$ cat src/rtl/branch_pkg.sv
// Opcode constants, FSM state type and offset helpers shared by the branch resolver.
package branch_pkg;

  localparam logic [2:0] OP_JMP  = 3'b101;
  localparam logic [2:0] OP_BEQZ = 3'b110;
  localparam logic [2:0] OP_BNEG = 3'b111;

  localparam logic [7:0] PC_REDIRECT = 8'hFF;

  typedef enum logic [1:0] {
    IDLE    = 2'd0,
    WAIT    = 2'd1,
    RESOLVE = 2'd2
  } state_t;

  function automatic logic [7:0] sext5to8(input logic [4:0] v);
    return {{3{v[4]}}, v};
  endfunction

  function automatic logic is_branch(input logic [2:0] op);
    return (op == OP_JMP) || (op == OP_BEQZ) || (op == OP_BNEG);
  endfunction

  function automatic logic cond_taken(input logic [2:0] op, input logic zero, input logic neg);
    if (op == OP_BEQZ) return zero;
    if (op == OP_BNEG) return neg;
    return 1'b1;
  endfunction

endpackage

$ cat src/rtl/branch_resolver.sv
// Decodes branches at the fetch PC, waits up to MAX_WAIT cycles for ALU flags, then issues a
// one-cycle PC redirect (1 cycle after decision); flush covers WAIT/RESOLVE since the PC cannot stall.
module branch_resolver
  import branch_pkg::*;
#(
  parameter int unsigned MAX_WAIT = 15
) (
  input  logic       clk,
  input  logic       rst_n,
  input  logic [7:0] pc,
  input  logic [7:0] instr,
  input  logic       instr_valid,
  input  logic       zero_flag,
  input  logic       neg_flag,
  input  logic       flag_valid,
  output logic [7:0] pc_control,
  output logic [7:0] jump_offset,
  output logic       flush,
  output logic       err
);

  localparam logic [7:0] WAIT_LAST = 8'(MAX_WAIT - 1);

  state_t     state, state_nxt;
  logic [7:0] wait_cnt, wait_cnt_nxt;
  logic [7:0] cap_pc, cap_pc_nxt;
  logic [7:0] cap_off, cap_off_nxt;
  logic [2:0] cap_op, cap_op_nxt;
  logic [7:0] jump_reg, jump_nxt;
  logic       err_reg;
  logic       timeout_fire;
  logic [2:0] op;

  assign op = instr[7:5];

  // The PC adds pc+1 back on top of this, so it lands exactly on P+1(+off).
  function automatic logic [7:0] redirect_off(input logic [7:0] p, input logic [7:0] off,
                                              input logic [7:0] cur_pc, input logic taken);
    return p + (taken ? off : 8'h00) - (cur_pc + 8'h01);
  endfunction

  always_comb begin
    state_nxt    = state;
    wait_cnt_nxt = wait_cnt;
    cap_pc_nxt   = cap_pc;
    cap_off_nxt  = cap_off;
    cap_op_nxt   = cap_op;
    jump_nxt     = jump_reg;
    timeout_fire = 1'b0;

    case (state)
      IDLE: begin
        if (instr_valid && is_branch(op)) begin
          cap_pc_nxt  = pc;
          cap_op_nxt  = op;
          cap_off_nxt = sext5to8(instr[4:0]);
          if ((op == OP_JMP) || flag_valid) begin
            state_nxt = RESOLVE;
            jump_nxt  = redirect_off(pc, sext5to8(instr[4:0]), pc,
                                     cond_taken(op, zero_flag, neg_flag));
          end else begin
            state_nxt    = WAIT;
            wait_cnt_nxt = 8'h00;
          end
        end
      end

      WAIT: begin
        // A flag arriving on the timeout cycle still wins.
        if (flag_valid) begin
          state_nxt = RESOLVE;
          jump_nxt  = redirect_off(cap_pc, cap_off, pc,
                                   cond_taken(cap_op, zero_flag, neg_flag));
        end else if (wait_cnt == WAIT_LAST) begin
          state_nxt    = RESOLVE;
          timeout_fire = 1'b1;
          jump_nxt     = redirect_off(cap_pc, cap_off, pc, 1'b0);
        end else begin
          wait_cnt_nxt = wait_cnt + 8'h01;
        end
      end

      RESOLVE: state_nxt = IDLE;

      default: state_nxt = IDLE;
    endcase
  end

  always_ff @(posedge clk or negedge rst_n) begin
    if (!rst_n) begin
      state    <= IDLE;
      wait_cnt <= 8'h00;
      cap_pc   <= 8'h00;
      cap_off  <= 8'h00;
      cap_op   <= 3'b000;
      jump_reg <= 8'h00;
      err_reg  <= 1'b0;
    end else begin
      state    <= state_nxt;
      wait_cnt <= wait_cnt_nxt;
      cap_pc   <= cap_pc_nxt;
      cap_off  <= cap_off_nxt;
      cap_op   <= cap_op_nxt;
      jump_reg <= jump_nxt;
      err_reg  <= err_reg | timeout_fire;
    end
  end

  assign pc_control  = (state == RESOLVE) ? PC_REDIRECT : 8'h00;
  assign jump_offset = (state == RESOLVE) ? jump_reg : 8'h00;
  assign flush       = (state != IDLE);
  assign err         = err_reg;

endmodule
$ cat config.mk
export PLATFORM = sky130hd
export DESIGN_NAME = branch_resolver
export DESIGN_NICKNAME = d
export VERILOG_FILES = /design/src/rtl/branch_pkg.sv /design/src/rtl/branch_resolver.sv
export SDC_FILE = /design/constraint.sdc
export NUM_CORES = 1
export LEC_CHECK = 0
export ABC_AREA = 0
export CAP_MARGIN = 20
export CORE_MARGIN = 3
export CORE_UTILIZATION = 30
export DETAILED_ROUTE_END_ITERATION = 16
export PLACE_DENSITY = 0.51
export SLEW_MARGIN = 5
export SYNTH_ARGS = -nofsm -noshare
export SYNTH_HDL_FRONTEND = slang
export SYNTH_SLANG_ARGS = --single-unit
$ cat constraint.sdc
create_clock -name clk -period 3.21 [get_ports clk]
set_input_delay 0.642 -clock clk [delete_from_list [all_inputs] [get_ports clk]]
set_output_delay 0.642 -clock clk [all_outputs]
set_load 0.1 [all_outputs]
==> results by group <==
Clocking
  • # clock sinks: 35
  • Clock transition at path regs: 0.09 ns
  • H-tree lvl count: 2
  • CTS tree: done
  • Clock root cell: clkbuf_8
  • Post-CTS Hold Buffers: 0
  • Num CTS Buffers: 5
  • CTS Buffer Depth: 2
  • Clock Latency Late Sink: 0.30 ns

Die
  • Core Region: 0.00986 mm²
  • # IOs: 40
  • Die area: 0.0115 mm²
  • Die Span X: between 100 and 150 µm
  • Row count: 36
  • Die height: around 110 µm
  • Initial Utilization: 0.311

Setup path
  • Critical path origin: zero_flag
  • R2r endpoint: jump_reg[7]$_DFFE_PN0P_
  • Top delay family on crit path: adder cells
  • CP Launch Type: input pin
  • CP max-delay cell: or4_4
  • Arr. time, crit path: 3.31 ns
  • Critical path capture point: jump_reg[7]$_DFFE_PN0P_
  • Critical R2R Launch: cap_op[0]$_DFFE_PN0P_
  • Crit. End Element: flip-flop
  • Crit path largest cell delay: 0.52 ns
  • Reg2reg path depth: 12
  • Critical-path cell list: clkdlybuf4s15_1 -> mux2_4 -> buf_6 -> o21ai_4 -> inv_2 -> fa_1 -> ha_2 -> or4_4 -> o22ai_4 -> xnor2_1 -> a21oi_1 -> xnor2_1 -> o31ai_2
  • WP buf/inv: 3
  • R2R Setup Slk: 0.22 ns
  • Crit-path max FO: 3
  • CP Depth: 13
  • Most frequent CP cell: xnor2_1
  • Required @ worst endpoint: 3.43 ns
  • CP Class: input pin to flip-flop

Timing
  • Post-layout min period: slightly above 3 ns
  • Worst-Margin Slew: 0.854 ns
  • Fmax: around 320 MHz
  • Final setup violating endpoints: 0
  • Fin. max-slew vios: 0
  • Clock skew: about 0.012 ns
  • Hold_ws: 0.439 ns
  • Setup total negative slack: 0 ns
  • Hold Fails Final Rpt: 0
  • Part of the cycle the worst path needs: 0.962
  • Slew Limit Headroom: 0.430
  • RSZ-0062 raised after global routing: no

Synthesis
  • #FFs+latches synth: 35
  • Synthesis warning total: 0
  • Number of synthesized flops with an enable pin: 0
  • Synth top area cells: dfrtp_1 (29%), ha_1 (11%), xnor2_1 (5.4%)
  • Synth Area per Inst: 9.06 µm²
  • Post-synthesis instance area: 0.00307 mm²
  • Syn Inst Count: 339
  • Post-synth net total: 395
  • Synth cell types: 52
  • Yosys top cell by area: dfrtp_1
  • Post-synth top flop: dfrtp_1
  • Post-synth ARST share: 1.00
  • Post-synthesis sequential area ratio: 0.285
  • Area share of the largest cell type after synthesis: 0.285

Global routing
  • Global-route wire length before repair: approximately 14 mm
  • Number of global-route vias before repair: 2735
  • Pin count of the biggest net entering global routing: 36
  • Antenna violations before repair: 0
  • Grt ovf: 0
  • GRT Util Overall: 0.149

Layout
  • Final core utilization: 0.437
  • Area grow syn2layout: 40.3%
  • Share of post-route cells with drive strength above 1: 0.369
  • ANT cells: 0
  • Nets: 502
  • FILL cells: 999
  • FF/Latch Area: 876 µm²
  • Fin cells: 580
  • Post-layout instance area: approximately 0.0043 mm²
  • Multi-input gate area: between 0.002 and 0.0025 mm²

Detailed routing
  • 1st-pass router iterations: 4
  • Drt first-iter violations: just under 90
  • Drt via density: between 4 and 5
  • Via count: 2725
  • Avg WL per Cell: 13.9 µm
  • Drc violations: 0
  • Post-DRT Antenna Nets: 0
  • Post-Route WL: 8.05 mm

Status
  • Status: finished, final reports clean

Power and ir drop
  • Max VDD drop: approximately 0.30 mV
  • Cell Pwr Density: between 800 and 900 mW/mm²
  • LEAKAGE: 2.05 nW

Place
  • DP HPWL: 6.47 mm
  • Number of instances in the placed design: between 500 and 600
  • IO Port Bufs: 39
  • DP Area: 0.00406 mm²
  • Global placement routability congestion: 0.839

Job
  • Max cap viols: 0

Hold path
  • Hold/Removal Path Class: input pin to async pin
## synthesized netlist by cell type, types with 3 or more instances
| cell type | instances |
|---|---|
| nor3_1 | 4 |
| nand2b_1 | 8 |
| a211oi_1 | 5 |
| nand2_1 | 30 |
| dfrtp_1 | 35 |
| clkbuf_1 | 5 |
| nand4_1 | 3 |
| o21ai_0 | 27 |
| inv_1 | 23 |
| nand3_1 | 10 |
| xor2_1 | 17 |
| mux2_2 | 14 |
| fa_1 | 8 |
| buf_4 | 8 |
| o22ai_1 | 3 |
| xnor2_1 | 19 |
| and2_1 | 8 |
| nor2b_1 | 6 |
| nor2_1 | 21 |
| a21o_1 | 6 |
| a21oi_1 | 14 |
| ha_1 | 26 |
## timing repair
item                       CTS  global route
setup buffers                1             4
pin swaps                   11            29
setup endpoints to repair    5             5
gates resized for setup     22            38
cloned                       0             0
## metrics by stage
step	setup slack, ns	total power [mW]
global placement	-0.515	3.17
global route	0.00634	4.16
finish	0.123	3.80
detailed placement	-0.561	3.19
floorplan	0.0000435	2.40
CTS	-0.0147	3.65
## worst min path at each step
stage                          start                       to  slack [ns]  cells past startpoint
2_1_floorplan                  rst_n   cap_off[0]$_DFFE_PN0P_        0.35                      0
3_3_place_gp   cap_op[2]$_DFFE_PN0P_    cap_op[2]$_DFFE_PN0P_        0.45                      1
3_5_place_dp           err$_DFF_PN0_            err$_DFF_PN0_        0.45                      1
4_1_cts                        rst_n  wait_cnt[5]$_DFFE_PN0P_        0.48                      1
5_1_grt                        rst_n  wait_cnt[5]$_DFFE_PN0P_        0.51                      1
6_report                       rst_n  wait_cnt[5]$_DFFE_PN0P_        0.44                      1
## report_power, final
group	internal [mW]	leakage, nW	switching, mW
clock	0.151	0.0402	0.186
combinational	1.28	1.58	1.46
sequential	0.591	0.435	0.124
total	2.03	2.05	1.77
## cell families after synthesis
logic type                 Yosys count  synth area share
and+or+nand+nor                    102             0.167
AOI/OAI and AO/OA                   75             0.161
buffers and inverters               39            0.0583
xor gates and xnor gates            37             0.108
DFF                                 35             0.285
adders and majority gates           34             0.158
muxes                               17            0.0628
## area by class of cell
cell class / instances / share of cell area
inverters: 24 / 0.0209
multi-input cells: 265 / 0.505
clock buffers: 5 / 0.0160
flip-flops and latches: 35 / 0.203
clock inverters: 3 / 0.00465
well taps: 133 / 0.0386
repair buffers: 115 / 0.211
## cells in the final DEF (no fill, tap or decap), types with 11 or more instances in the layout
cell	count
xor2_1	15
xnor2_1	19
mux2_2	14
a21oi_1	12
inv_1	21
dfrtp_1	35
buf_4	91
clkdlybuf4s50_1	11
nor2_1	16
ha_1	22
o21ai_0	19
nand2_1	25
## routing by layer
metal  GRT usage  vias to the layer above  part of all wire
met2       0.228                       64              0.44
met3      0.0217                        9             0.047
met5           0                        -                 0
met4      0.0384                        0             0.012
li1            -                     1393                 -
met1       0.218                     1259              0.50
(Power assumes the default switching activity.)
